[config.mk]
export PLATFORM = sky130hd
export DESIGN_NAME = fifo_rr_arbiter_flat
export DESIGN_NICKNAME = d
export VERILOG_FILES = /design/src/rtl/fifo_rr_arbiter_if.sv /design/src/rtl/fifo_rr_arbiter.sv /design/src/flat_wrapper.sv
export SDC_FILE = /design/constraint.sdc
export NUM_CORES = 1
export LEC_CHECK = 0
export ABC_AREA = 1
export CORE_MARGIN = 1
export CORE_UTILIZATION = 30
export DETAILED_ROUTE_END_ITERATION = 7
export HOLD_SLACK_MARGIN = 0.12
export PLACE_DENSITY = 0.77
export SLEW_MARGIN = 40
export SYNTH_ARGS = -nofsm -noshare
export SYNTH_HDL_FRONTEND = slang
export SYNTH_SLANG_ARGS = --single-unit
[constraint.sdc]
create_clock -name clk -period 2.3 [get_ports clk]
set_input_delay 0.23 -clock clk [delete_from_list [all_inputs] [get_ports clk]]
set_output_delay 0.23 -clock clk [all_outputs]
set_load 0.01 [all_outputs]
[src/rtl/fifo_rr_arbiter_if.sv]
// rtl/fifo_rr_arbiter_if.sv - producer/FIFO-side bus of the round-robin write arbiter
//
// Purpose: bundles the requester handshake and the FIFO write-port signals.
// Ports:
//   req        per-requester valid (NREQ)
//   data       flattened payloads, requester i at [i*DWIDTH +: DWIDTH]
//   gnt        one-hot or zero grant (NREQ)
//   fifo_full  FIFO full flag
//   fifo_write FIFO write strobe
//   fifo_din   granted payload (DWIDTH)
//   fifo_id    granted requester index (IDW)
//   busy       arbiter is locked to an owner
// Modports: master = producers/FIFO side, slave = arbiter side.

interface fifo_rr_arbiter_if #(
  parameter int NREQ   = 4,
  parameter int DWIDTH = 32,
  parameter int IDW    = $clog2(NREQ)
) ();
  logic [NREQ-1:0]        req;
  logic [NREQ*DWIDTH-1:0] data;
  logic [NREQ-1:0]        gnt;
  logic                   fifo_full;
  logic                   fifo_write;
  logic [DWIDTH-1:0]      fifo_din;
  logic [IDW-1:0]         fifo_id;
  logic                   busy;

  modport master (
    output req, data, fifo_full,
    input  gnt, fifo_write, fifo_din, fifo_id, busy
  );

  modport slave (
    input  req, data, fifo_full,
    output gnt, fifo_write, fifo_din, fifo_id, busy
  );
endinterface

[src/rtl/fifo_rr_arbiter.sv]
// rtl/fifo_rr_arbiter.sv - round-robin burst arbiter sharing one FIFO write port
//
// Purpose: grants one of NREQ producers per cycle onto a FWFT FIFO write port.
// An owner keeps the port for up to MAX_BURST beats, then priority rotates.
// Ports:
//   clk    clock
//   rst_n  asynchronous active-low reset
//   bus    fifo_rr_arbiter_if.slave (req/data in, gnt/fifo_* out, busy out)

module fifo_rr_arbiter #(
  parameter int NREQ      = 4,
  parameter int DWIDTH    = 32,
  parameter int MAX_BURST = 4,
  parameter int IDW       = $clog2(NREQ)
) (
  input  logic             clk,
  input  logic             rst_n,
  fifo_rr_arbiter_if.slave bus
);

  localparam int CW  = $clog2(MAX_BURST + 1);
  localparam int IW1 = IDW + 1;

  typedef enum logic {IDLE, LOCKED} state_t;

  state_t            state;
  logic [IDW-1:0]    rr_ptr;
  logic [IDW-1:0]    owner;
  logic [CW-1:0]     cnt;
  logic              busy_q;

  logic              win_found;
  logic [IDW-1:0]    win_idx;
  logic [IW1-1:0]    idx_w;
  logic              grant_vld;
  logic [IDW-1:0]    grant_idx;
  logic [NREQ-1:0]   gnt_w;
  logic [DWIDTH-1:0] din_w;
  logic [CW-1:0]     cnt_inc;

  // Explicit wrap at NREQ so non-power-of-2 requester counts rotate correctly.
  function automatic logic [IDW-1:0] next_idx(input logic [IDW-1:0] x);
    if (x == IDW'(NREQ - 1))
      return '0;
    else
      return x + 1'b1;
  endfunction

  assign cnt_inc = cnt + CW'(1);

  // Circular priority scan starting at rr_ptr. The sum is one bit wider than
  // IDW so it cannot overflow before the modulo-NREQ correction.
  always_comb begin
    win_found = 1'b0;
    win_idx   = '0;
    idx_w     = '0;
    for (int k = 0; k < NREQ; k++) begin
      idx_w = {1'b0, rr_ptr} + IW1'(k);
      if (idx_w >= IW1'(NREQ))
        idx_w = idx_w - IW1'(NREQ);
      if (!win_found && bus.req[idx_w[IDW-1:0]]) begin
        win_found = 1'b1;
        win_idx   = idx_w[IDW-1:0];
      end
    end
  end

  // Grant is gated by rst_n so that asserting reset kills the write strobe
  // immediately, even though IDLE with rr_ptr=0 would otherwise grant.
  always_comb begin
    grant_vld = 1'b0;
    grant_idx = '0;
    if (rst_n && !bus.fifo_full) begin
      if (state == IDLE) begin
        grant_vld = win_found;
        grant_idx = win_idx;
      end else if (bus.req[owner]) begin
        grant_vld = 1'b1;
        grant_idx = owner;
      end
    end
  end

  always_comb begin
    gnt_w = '0;
    din_w = '0;
    for (int i = 0; i < NREQ; i++) begin
      if (grant_vld && grant_idx == IDW'(i)) begin
        gnt_w[i] = 1'b1;
        din_w    = bus.data[i*DWIDTH +: DWIDTH];
      end
    end
  end

  assign bus.gnt        = gnt_w;
  assign bus.fifo_write = grant_vld;
  assign bus.fifo_din   = din_w;
  assign bus.fifo_id    = grant_vld ? grant_idx : '0;
  assign bus.busy       = busy_q;

  always_ff @(posedge clk or negedge rst_n) begin
    if (!rst_n) begin
      state  <= IDLE;
      rr_ptr <= '0;
      owner  <= '0;
      cnt    <= '0;
      busy_q <= 1'b0;
    end else if (state == IDLE) begin
      // A full FIFO leaves every register untouched so arbitration is redone.
      if (win_found && !bus.fifo_full) begin
        owner <= win_idx;
        cnt   <= CW'(1);
        if (MAX_BURST == 1) begin
          rr_ptr <= next_idx(win_idx);
        end else begin
          state  <= LOCKED;
          busy_q <= 1'b1;
        end
      end
    end else begin
      if (bus.req[owner]) begin
        // Full FIFO stalls the owner without releasing the lock.
        if (!bus.fifo_full) begin
          cnt <= cnt_inc;
          if (cnt_inc == CW'(MAX_BURST)) begin
            state  <= IDLE;
            busy_q <= 1'b0;
            rr_ptr <= next_idx(owner);
          end
        end
      end else begin
        // Owner dropped its request: release, costing one bubble cycle.
        state  <= IDLE;
        busy_q <= 1'b0;
        rr_ptr <= next_idx(owner);
      end
    end
  end

endmodule

[src/flat_wrapper.sv]
// flat-port wrapper written by rule: the top's interface ports become plain ports
module fifo_rr_arbiter_flat 
#(
  parameter int NREQ      = 4,
  parameter int DWIDTH    = 32,
  parameter int MAX_BURST = 4,
  parameter int IDW       = $clog2(NREQ)
)
  (clk, rst_n, bus_req, bus_data, bus_fifo_full, bus_gnt, bus_fifo_write, bus_fifo_din, bus_fifo_id, bus_busy);
  fifo_rr_arbiter_if #(.NREQ(NREQ), .DWIDTH(DWIDTH), .IDW(IDW)) bus_i ();
  input  logic clk;
  input  logic rst_n;
  input wire logic [$bits(bus_i.req)-1:0] bus_req;
  input wire logic [$bits(bus_i.data)-1:0] bus_data;
  input wire logic [$bits(bus_i.fifo_full)-1:0] bus_fifo_full;
  output wire logic [$bits(bus_i.gnt)-1:0] bus_gnt;
  output wire logic [$bits(bus_i.fifo_write)-1:0] bus_fifo_write;
  output wire logic [$bits(bus_i.fifo_din)-1:0] bus_fifo_din;
  output wire logic [$bits(bus_i.fifo_id)-1:0] bus_fifo_id;
  output wire logic [$bits(bus_i.busy)-1:0] bus_busy;
  assign bus_i.req = bus_req;
  assign bus_i.data = bus_data;
  assign bus_i.fifo_full = bus_fifo_full;
  assign bus_gnt = bus_i.gnt;
  assign bus_fifo_write = bus_i.fifo_write;
  assign bus_fifo_din = bus_i.fifo_din;
  assign bus_fifo_id = bus_i.fifo_id;
  assign bus_busy = bus_i.busy;
  fifo_rr_arbiter #(.NREQ(NREQ), .DWIDTH(DWIDTH), .MAX_BURST(MAX_BURST), .IDW(IDW)) u_core (.clk(clk), .rst_n(rst_n), .bus(bus_i));
endmodule
After elaboration in Yosys (flattened, before gate mapping)
Index checks and enable logic that the tools add are counted.
Word-level totals
  ROM bits: 0
  latch bits: 0
  register bits: 9
  word-level logic and storage cells: 109
  bits of input ports: 135
  memories: 0
  memory bits (writable): 0
Cells by class
  add/sub/neg operators: 9
  multiply operators: 0
  magnitude comparators: 9
  div/mod/pow operators: 0
  reduce and logical (&&, ||, !) cells: 19
  bitwise gates (word level): 1
  shift operators: 0
  multiplexer cells: 55
  eq/ne operators: 11
Operator list (count)
  32-bit two-way mux: 4
  2-bit two-way mux: 16
  1-bit two-way mux: 26
  2-bit by 3-bit < comparator with 1-bit output (second input constant): 5
  3-bit two-way mux: 4
  1-bit binary-select mux with 2-bit select: 5
  3-bit greater-or-equal comparator (second input constant): 3
  1-bit logical AND: 9
  3-bit AND reduction: 3
  2-bit inequality test (second input constant): 4
  2-bit by 1-bit subtractor with 2-bit output (second input constant): 4
  2-bit by 2-bit adder with 3-bit output (second input constant): 2
  2-bit equality test (second input constant): 3
  3-bit inequality test (second input constant): 2
  1-bit logical NOT: 4
  2-bit by 1-bit adder with 3-bit output (second input constant): 1
  3-bit by 1-bit adder with 3-bit output (second input constant): 1
  3-bit equality test (second input constant): 1
  2-bit by 3-bit greater-or-equal comparator with 1-bit output (second input constant): 1
  2-bit by 1-bit adder with 2-bit output (second input constant): 1
  2-bit by 1-bit equality test with 1-bit output (second input constant): 1
  2-bit logical NOT: 1
  2-bit AND reduction: 1
  2-bit nonzero test: 1
  1-bit NOT: 1

Logic depth before layout (Yosys ltp)
Gate-level depths: netlist of run 1.
  word-level depth: 22
  gate-level depth with buffers: 16
  depth with buffers taken out: 14

Least setup slack after synthesis of run 1
No wires, ideal clock.
  kind: register to output
  start: reg u_core.rr_ptr[0]
  end: out bus_fifo_din[10]
  path buffers: 2
  setup slack: 0.300 ns
  data arrival time: 1.770 ns
  cell stages (with the launch flop): 14
  path through: dfrtp_1 > buf_6 > nand2_2 > nand2_1 > o21ai_1 > inv_1 > nand3_1 > nand2_1 > nand2_1 > nand2_2 > nand2_4 > clkbuf_1 > nand4_1 > nand4_1
On the way
  word-level cells in the longest chain between the ends: 22
RTL lines
  start, declared: line fifo_rr_arbiter.sv:27  | logic [IDW-1:0] rr_ptr;
  start signal, assigned: line fifo_rr_arbiter.sv:114  | rr_ptr <= next_idx(win_idx);
  start signal, assigned: line fifo_rr_arbiter.sv:128  | rr_ptr <= next_idx(owner);
  start signal, assigned: line fifo_rr_arbiter.sv:135  | rr_ptr <= next_idx(owner);
  parallel branches: the longest is 21 deep, another holds 2-bit by 1-bit adder with 3-bit output
  32-bit two-way mux (*): line fifo_rr_arbiter.sv:88  | if (grant_vld && grant_idx == IDW'(i)) begin
  end, declared: line flat_wrapper.sv:18  | output wire logic [$bits(bus_i.fifo_din)-1:0] bus_fifo_din;
Mark *: on every way between the ends. The select of a mux whose other input is x is not followed.

Worst setup path in the final report of run 1
  start: reg u_core.rr_ptr[0]
  end: out bus_fifo_din[23]
Same word-level chain as after synthesis.

==> results of run 1 <==
==> worst max-delay path, cell delays in order, from the launching register on <==
cell	delay (ns)
dfrtp_2	0.46
buf_6	0.16
nand2_4	0.07
nand2_4	0.07
nand2_2	0.07
nand2_2	0.06
nor2_4	0.12
nand3_2	0.10
nand3_2	0.09
nand2_4	0.07
a21oi_4	0.27
buf_6	0.17
buf_6	0.10
buf_6	0.09
nand3_2	0.05
nand4_1	0.07
buf_2	0.14
==> repair_timing <==
action / CTS / global route
gates resized for setup: 212 / 19
gates cloned: 6 / 0
buffers inserted: 23 / 6
endpoints found under the setup margin: 39 / 39
pin swaps: 38 / 13
hold endpoints to repair: 0 / 0
==> kinds of logic after synthesis <==
group | Yosys count | share of synthesized area
AOI/OAI and AO/OA | 19 | 0.0597
and+or+nand+nor | 243 | 0.657
adders and majority gates | 3 | 0.0186
buffers and inverters | 50 | 0.153
DFF | 9 | 0.112
==> state kept, by name, indices dropped and copies added (netlist names) <==
signal           flops
u_core.cnt           3
u_core.owner         2
u_core.rr_ptr        2
u_core.bus.busy      1
u_core.state         1
==> power by group through the flow <==
stage	registers (mW)	clock network (mW)	logic, mW
2_1_floorplan	0.305	0	1.66
3_5_place_dp	0.300	0	3.18
5_1_grt	0.329	0.195	4.03
3_3_place_gp	0.298	0	3.14
6_report	0.319	0.182	3.75
4_1_cts	0.312	0.189	3.61
==> Yosys cell counts (3+ instances only) <==
cell	count	area (sq um)
nand3_2	12	120
nand3_1	92	460
nand2_2	10	62.6
inv_1	16	60.1
nor2_1	12	45.0
buf_6	7	78.8
ha_1	3	37.5
dfrtp_1	9	225
clkbuf_1	5	18.8
a21oi_1	4	20.0
buf_2	14	70.1
nand4_1	65	407
nand2_1	47	176
inv_2	3	11.3
o21ai_0	6	30.0
==> per-layer routing <==
layer  GRT usage  vias up  wire length, um
met5           0        -                0
met4      0.0643        0              156
met3      0.0356       16              785
met2       0.524      156             5350
met1       0.347     1580             4150
li1            -     1640                -
==> cell type report <==
| class | instances | share of cell area |
|---|---|---|
| Sequential cell | 9 | 0.0498 |
| Tap cell | 77 | 0.0212 |
| Timing Repair Buffer | 247 | 0.537 |
| Clock buffer | 4 | 0.00991 |
| Multi-Input combinational cell | 265 | 0.361 |
| Inverter | 20 | 0.0198 |
| Timing Repair inverter | 1 | 0.00165 |
==> layout by cell type, fill, tap and decap left out, types with 3 or more instances in the layout <==
master           synthesis  final
clkdlybuf4s50_1          0    133
nand3_1                 92     80
nand4_1                 65     65
buf_4                    1     37
nand2_1                 47     36
buf_2                   14     36
nand3_2                 12     23
buf_6                    7     19
inv_1                   16     15
nand2_2                 10     14
buf_12                   2     13
nor2_1                  12     10
nand2_4                  2      8
dfrtp_1                  9      8
o21ai_0                  6      5
a21oi_1                  4      4
inv_2                    3      3
ha_1                     3      3
clkbuf_8                 0      3
==> final timing paths <==
| check | end | slack, ns | cells after the start |
|---|---|---|---|
| setup / recovery | bus_fifo_din[23] | -0.31 | 16 |
| hold / removal | u_core.owner[1]$_DFFE_PN0P_ | 0.35 | 2 |
| setup reg to reg | u_core.bus.busy$_DFFE_PN0P_ | 0.19 | 13 |
| hold reg to reg | u_core.bus.busy$_DFFE_PN0P_ | 0.53 | 2 |
| max in group asynchronous | u_core.rr_ptr[0]$_DFFE_PN0P_ | 1.79 | 2 |
| min in group clk | u_core.bus.busy$_DFFE_PN0P_ | 0.53 | 2 |
==> through the flow <==
step / hold WS, ns / power (mW)
floorplan: -0.0656 / 1.97
global placement: 0.494 / 3.44
detailed placement: 0.497 / 3.48
CTS: 0.339 / 4.11
global route: 0.352 / 4.55
finish: 0.350 / 4.25
==> impl_metrics.tcl, run 1 <==
set metrics [dict create \
    seqPwrFrac 0.075 \
    initial_utilization 0.313 \
    wl_per_cell_um 16.8 \
    cts_buffers 3 \
    min_period_over_period 1.13 \
    gp_congestion 0.829 \
    multi_input_area_sq_um 1640 \
    cts-root-buf "clkbuf_8" \
    pin_count 175 \
    powerDensity_nw_per_um2 936 \
    syn_inst 324 \
    crit_fanout 6 \
    syn_area_per_cell_sq_um 6.21 \
    rows 29 \
    viasPerCell 5.44 \
    final_area_sq_um 4540 \
    cts_hold_buf 0 \
    slew_headroom 0.789 \
    cts_sinks 9 \
    first_global_vias 3331 \
    clk_pin_slew_ns 0.04 \
    p_int_mw 2.17 \
    ant_nets 0 \
    start_kind "flip-flop" \
    synth_edf_count 0 \
    final_nets 685 \
    post_dp_cell_area_sq_um 4060 \
    comb_power_share 0.882 \
    final_util 0.708 \
    clockBufferDepth 2 \
    arrival_ns 2.38 \
    peakVddDrop_v 0.000780 \
    synth_area_sq_um 2010 \
    dp_cells 585 \
    tightestPinTransition_ns 0.314 \
    violations "design-rule violations, negative setup slack" \
    die_area_sq_um 7040 \
    die_x_um 83.9 \
    syn2layout_area_growth_pct 126 \
    reg2reg_from "u_core.rr_ptr[0]$_DFFE_PN0P_" \
    slew_viol_final 0 \
    grt_first_pass_wirelength_um 16300 \
    yosys_warnings 0 \
    async_reset_ff_frac 1.00 \
    vias 3392 \
    grt_max_degree 24 \
    ys_ff_latch 9 \
    register_area_sq_um 226 \
    max_cap_viol_count 0 \
    n_fill_cell 547 \
    outcome "complete, but fails checks" \
    coreArea_sq_um 6420 \
    fmax_ghz 0.383 \
    p_leak_nw 2.03 \
    die_h_um 83.9 \
    finalHoldViolCount 0 \
    cts_tree "built" \
    diodes 0 \
    finalWirelength_um 10400 \
    p_clk_frac 0.043 \
    drc 30 \
    insertion_delay_ns 0.23 \
    critPathCaptureType "output pin" \
    firstDrtPassIters 7 \
    grt_overflow 0 \
    startpoint "u_core.rr_ptr[0]$_DFFE_PN0P_" \
    io_buffers 174 \
    drtIter0Drc 207 \
    p_sw_frac 0.489 \
    antenna_found_initial 0 \
    track_usage 0.284 \
    clock_skew_ns 0.000688 \
    ys_seq_area_frac 0.112 \
    finalNonFillerCells 623 \
    p_sw_mw 2.08 \
    rsz0062_at_grt "true" \
    place_hpwl_um 7080 \
    setup_violations 38 \
    fin_ws_ns -0.309 \
    drive_above_1_share 0.324 \
    htreeDepth 1 \
    hold_class "primary input to asynchronous set/reset pin" \
    layout_min_cycle_time_ns 2.61 \
    syn_nets 462 \
    critPathRequiredTime_ns 2.07 \
    synth.distinct_cells 29 \
    tns_ns -8.55 \
    pre_cts_ws_ns -0.654 \
    synthFlopType "dfrtp_1" \
    criticalPathCategory "flip-flop to output pin" \
]
Power figures use the tool's default switching activity.
==> inputs of run 2 (changes only) <==
- SKIP_CTS_REPAIR_TIMING: not set -> 1
- clock period: 2.3 -> 2.79 ns (I/O delays scaled with it)
==> run 2 against run 1 <==
  * The run ends with design-rule violations left
  * Final cell count decreased by 4.0%
  * Combinational power is 30% lower
  * Total power decreased by 28%
  * Flip-flop and latch count stayed put
  * Setup slack better by 0.40 ns
  * Via count is 4.5% lower
  * Critical path type unchanged
  * Largest cell class unchanged
  * Largest power group unchanged
==> impl_metrics.tcl, run 2 (synthesis results as in run 1) <==
set metrics [dict create \
    critPathCaptureType "output pin" \
    ant_nets 0 \
    die_h_um 83.9 \
    p_leak_nw 2.01 \
    die_area_sq_um 7040 \
    htreeDepth 1 \
    arrival_ns 2.42 \
    powerDensity_nw_per_um2 721 \
    slew_viol_final 0 \
    crit_chain "buf_12 -> nand2_1 -> nand2_1 -> nand2_1 -> nand2_1 -> nor2_4 -> nand3_2 -> nand2_1 -> nand2_1 -> nand2_2 -> nand2_4 -> buf_4 -> buf_4 -> buf_12 -> nand4_1 -> nand4_1 -> buf_2" \
    criticalPathCategory "flip-flop to output pin" \
    io_buffers 174 \
    setup_violations 0 \
    tns_ns 0 \
    cts_buffers 3 \
    crit_family "simple AND/OR/NAND/NOR gates" \
    crit_fanout 10 \
    antenna_found_initial 0 \
    critPathRequiredTime_ns 2.51 \
    regMostFlops "u_core.cnt" \
    fmax_ghz 0.370 \
    drive_above_1_share 0.219 \
    gp_congestion 0.911 \
    critPathSlowestCell "dfrtp_2" \
    rsz0062_at_grt "true" \
    track_usage 0.238 \
    final_util 0.658 \
    crit_buf_inv 5 \
    hold_class "primary input to asynchronous set/reset pin" \
    wl_per_cell_um 16.1 \
    initial_utilization 0.313 \
    cts_tree "built" \
    drc 29 \
    die_x_um 83.9 \
    clock_skew_ns 0.00200 \
    tightestPinTransition_ns 0.304 \
    insertion_delay_ns 0.23 \
    pin_count 175 \
    outcome "complete, but fails checks" \
    layout_min_cycle_time_ns 2.70 \
    max_cap_viol_count 0 \
    clk_pin_slew_ns 0.04 \
    viasPerCell 5.42 \
    first_global_vias 3040 \
    layout_common_cells "135 x clkdlybuf4s50_1, 90 x nand3_1, 65 x nand4_1" \
    clockBufferDepth 2 \
    largest_reg_flops 3 \
    layout_commonest_cell "clkdlybuf4s50_1" \
    final_nets 660 \
    violations "design-rule violations" \
    diodes 0 \
    place_hpwl_um 6850 \
    coreArea_sq_um 6420 \
    min_period_over_period 0.968 \
    cts_sinks 9 \
    grt_overflow 0 \
    reg_top3 "u_core.cnt x3, u_core.owner x2, u_core.rr_ptr x2" \
    slew_headroom 0.796 \
    grt_max_degree 47 \
    rows 29 \
    finalWirelength_um 9610 \
    crit_top_cell "nand2_1" \
    cpPeakStageDelay_ns 0.44 \
    start_kind "flip-flop" \
    grt_first_pass_wirelength_um 13900 \
    peakVddDrop_v 0.000570 \
    firstDrtPassIters 6 \
    cts-root-buf "clkbuf_8" \
    syn2layout_area_growth_pct 110 \
    finalHoldViolCount 0 \
    vias 3241 \
    drtIter0Drc 154 \
]
[run 2: cell count changes in the layout (fill, tap and decap cells not counted), moves of 10 or more]
cell,previous run,this run
nand3_1,80,90
nand2_1,36,46
buf_6,19,1
dlymetal6s2s_1,1,14
clkbuf_2,1,22
buf_2,36,3
[run 2: worst reg2reg max path, cell delays in order (launching register included)]
cell and delay (ns):
dfrtp_2 0.44, buf_12 0.15, nand2_2 0.07, nand2_4 0.07, o21ai_1 0.22, nand3b_1 0.17
buf_4 0.12, nand3_1 0.16, nand2_1 0.11, inv_1 0.04, o21ai_0 0.13, nand2_1 0.07
[run 2: final cells by class]
class | count | area [sq um]
Fill cell | 570 | 2190
Inverter | 20 | 82.6
Clock buffer | 4 | 45.0
Multi-Input combinational cell | 265 | 1530
Timing Repair Buffer | 223 | 2250
Tap cell | 77 | 96.3
Sequential cell | 9 | 226
[run 2: where the power goes]
part | total, mW | internal (mW) | switching (mW)
sequential | 0.268 | 0.196 | 0.0721
clock | 0.149 | 0.0994 | 0.0500
combinational | 2.63 | 1.21 | 1.42
total | 3.05 | 1.51 | 1.54
[run 2: final timing paths]
path | from | end | slack, ns | cells after the start
setup / recovery | u_core.rr_ptr[0]$_DFFE_PN0P_ | bus_fifo_din[5] | 0.09 | 17
max in group asynchronous | rst_n | u_core.rr_ptr[0]$_DFFE_PN0P_ | 2.24 | 2
min in group clk | u_core.cnt[1]$_DFFE_PN0P_ | u_core.cnt[1]$_DFFE_PN0P_ | 0.51 | 2
setup reg to reg | u_core.rr_ptr[0]$_DFFE_PN0P_ | u_core.bus.busy$_DFFE_PN0P_ | 0.93 | 11
hold / removal | rst_n | u_core.state$_DFF_PN0_ | 0.39 | 2
hold reg to reg | u_core.cnt[1]$_DFFE_PN0P_ | u_core.cnt[1]$_DFFE_PN0P_ | 0.51 | 2
[run 2: routing by layer]
layer,vias to the layer above,share of wire,track usage
met5,-,0,0
met4,0,0.018,0.0486
met3,19,0.066,0.0208
met2,131,0.52,0.453
met1,1508,0.40,0.288
li1,1583,-,-
[run 2: metrics by stage]
| step | total power [mW] | worst slack [ns] | cell area (sq um) | std cells | hold slack [ns] |
|---|---|---|---|---|---|
| 5_1_grt | 3.27 | -0.0504 | 4230 | 598 | 0.420 |
| 2_1_floorplan | 1.62 | 0.741 | 2010 | 324 | -0.0166 |
| 4_1_cts | 2.91 | -0.289 | 4040 | 580 | 0.404 |
| 6_report | 3.05 | 0.0890 | 4230 | 598 | 0.391 |
| 3_3_place_gp | 2.72 | -0.201 | 3990 | 576 | 0.488 |
| 3_5_place_dp | 2.75 | -0.254 | 3990 | 576 | 0.497 |
==> inputs of run 3 (changes only) <==
- ABC_AREA: 1 -> not set
- PLACE_DENSITY: 0.77 -> 0.78
- RECOVER_POWER: not set -> 25
- clock period: 2.79 -> 3.2 ns (I/O delays scaled with it)
==> run 3 against run 2 <==
  * The flow now finishes without violations
  * Highest routed layer unchanged
  * Global-route usage rose by 0.99 points
  * Area after synthesis fell by 3.3%
  * Worst hold slack improved by 0.18 ns
  * Sequential power rose by 1%
  * Register-to-register slack improved by 0.55 ns
  * Via count fell by 7.9%
  * Sequential share of layout area rose by 0.56 points
  * First-iteration DRC count rose by 44%
  * Critical path type is now primary input to output pin
==> impl_metrics.tcl, run 3 <==
set metrics [dict create \
    drc 0 \
    tns_ns 0 \
    synth_area_sq_um 1950 \
    layout_common_cells "169 x clkdlybuf4s50_1, 65 x nand3_1, 37 x o21ai_0" \
    yosysTopAreaCell "nand3_1" \
    synth.area.top_cells "nand3_1 17%, a32oi_1 14%, dfrtp_1 12%, a31oi_1 10%, o21ai_0 9.5%" \
    track_usage 0.248 \
    worstRegToRegCells 6 \
    p_leak_nw 1.37 \
    grt_overflow 0 \
    holdPathStages 2 \
    start_kind "primary input" \
    die_h_um 82.6 \
    cts_tree "built" \
    cts_sinks 9 \
    finalHoldViolCount 0 \
    finalWirelength_um 9200 \
    rows 28 \
    clk_pin_slew_ns 0.05 \
    slew_headroom 0.670 \
    synth_edf_count 0 \
    max_cap_viol_count 0 \
    layout_commonest_cell "clkdlybuf4s50_1" \
    die_area_sq_um 6820 \
    async_reset_ff_frac 1.00 \
    ant_nets 0 \
    fin_ws_ns 0.131 \
    yosys_warnings 0 \
    io_buffers 174 \
    slew_viol_final 0 \
    dp_cells 507 \
    synthFlopType "dfrtp_1" \
    min_period_over_period 0.959 \
    hold_class "flip-flop to flip-flop" \
    antenna_found_initial 0 \
    clockBufferDepth 2 \
    syn_area_per_cell_sq_um 7.05 \
    crit_fanout 33 \
    diodes 0 \
    largest_reg_flops 3 \
    fmax_ghz 0.326 \
    syn_nets 414 \
    rsz0062_at_grt "false" \
    hp-start "u_core.cnt[1]$_DFFE_PN0P_" \
    final_nets 575 \
    place_hpwl_um 6830 \
    gp_congestion 0.861 \
    firstDrtPassIters 5 \
    critPathRequiredTime_ns 2.88 \
    coreArea_sq_um 6100 \
    htreeDepth 1 \
    cts-root-buf "clkbuf_8" \
    setup_violations 0 \
    finalNonFillerCells 511 \
    reg2reg_from "u_core.owner[0]$_DFFE_PN0P_" \
    wl_per_cell_um 18.0 \
    pin_count 175 \
    die_x_um 82.6 \
    insertion_delay_ns 0.24 \
    arrival_ns 2.75 \
    tightestPinTransition_ns 0.490 \
    regToRegEndpoint "u_core.cnt[2]$_DFFE_PN0P_" \
    cts_buffers 3 \
    grt_max_degree 36 \
    peakVddDrop_v 0.000466 \
    ys_ff_latch 9 \
    min_to "u_core.cnt[1]$_DFFE_PN0P_" \
    pre_cts_ws_ns 0.0595 \
    grt_first_pass_wirelength_um 13100 \
    synth.distinct_cells 41 \
    powerDensity_nw_per_um2 528 \
    clock_skew_ns 0.00144 \
    drtIter0Drc 221 \
    syn_inst 276 \
    syn2layout_area_growth_pct 95.5 \
    outcome "completed" \
    criticalPathCategory "primary input to output pin" \
    yosysMostFrequentCell "nand3_1" \
    vias 2985 \
    reg2reg_slack_ns 1.48 \
    ys_seq_area_frac 0.116 \
    critPathCaptureType "output pin" \
    initial_utilization 0.319 \
    first_global_vias 2721 \
    reg_top3 "u_core.cnt x3, u_core.owner x2, u_core.rr_ptr x2" \
    viasPerCell 5.84 \
    synth.top_cell.area_share 0.167 \
    regMostFlops "u_core.cnt" \
    drive_above_1_share 0.0757 \
    layout_min_cycle_time_ns 3.07 \
    synth_common_cells "65 x nand3_1, 37 x o21ai_0, 32 x a31oi_1, 32 x a32oi_1, 13 x buf_2" \
]
-- run 3: stage by stage --
step	hold WS, ns	util	power (mW)	area [sq um]
after floorplan	0.0244	-	1.14	1950
after CTS	0.470	0.622	2.00	3790
after global routing	0.587	0.624	2.15	3810
after detailed placement	0.548	0.614	1.85	3740
after global placement	0.525	0.614	1.82	3740
final	0.568	0.624	2.01	3810
-- run 3: final cells by class --
type                    instances  area, sq um
well taps                      75         93.8
clock inverters                 1         5.00
fillers                       566         2290
inverters                       5         18.8
multi-input cells             227         1490
clock buffers                   3         41.3
repair buffers                191         1930
flip-flops and latches          9          225
-- run 3: worst max path at each step --
| stage | from | end | slack (ns) |
|---|---|---|---|
| after CTS | bus_req[2] | bus_fifo_din[31] | 0.06 |
| after global placement | bus_req[0] | bus_fifo_din[25] | 0.15 |
| final | bus_req[1] | bus_fifo_din[5] | 0.13 |
| after global routing | bus_req[1] | bus_fifo_din[0] | 0.003 |
| after detailed placement | bus_req[2] | bus_fifo_din[31] | 0.06 |
| after floorplan | u_core.owner[0]$_DFFE_PN0P_ | bus_fifo_din[10] | 1.09 |
-- run 3: worst max-delay path, cell delays in order --
cell	delay (ns)
clkdlybuf4s50_1	0.49
nand2b_1	0.21
o211a_1	0.29
o31ai_4	0.30
buf_12	0.23
nand3_1	0.10
a32oi_1	0.22
clkdlybuf4s50_1	0.59
-- run 3: kinds of logic (layout without fill, tap and decap cells) --
kind of cell             Yosys count  after routing  share of synthesized area
AO/OA/AOI/OAI                    120            120                      0.442
multiplexers                       7              7                     0.0456
buffers and inverters             40            200                      0.124
XOR/XNOR                           1              1                    0.00450
flip-flops                         9              9                      0.116
adder cells (fa/ha/maj)            3              3                     0.0193
AND/OR/NAND/NOR                   96             96                      0.249
-- run 3: power breakdown --
group          switching (mW)  leakage (nW)  internal [mW]
clock                  0.0518        0.0255         0.0854
sequential              0.104         0.107          0.169
combinational           0.782          1.24          0.818
-- run 3: layer usage --
metal / share of wire / vias up / GRT usage
li1: - / 1432 / -
met3: 0.097 / 11 / 0.0418
met4: 0.011 / 0 / 0.0534
met5: 0 / - / 0
met2: 0.51 / 136 / 0.469
met1: 0.38 / 1406 / 0.289
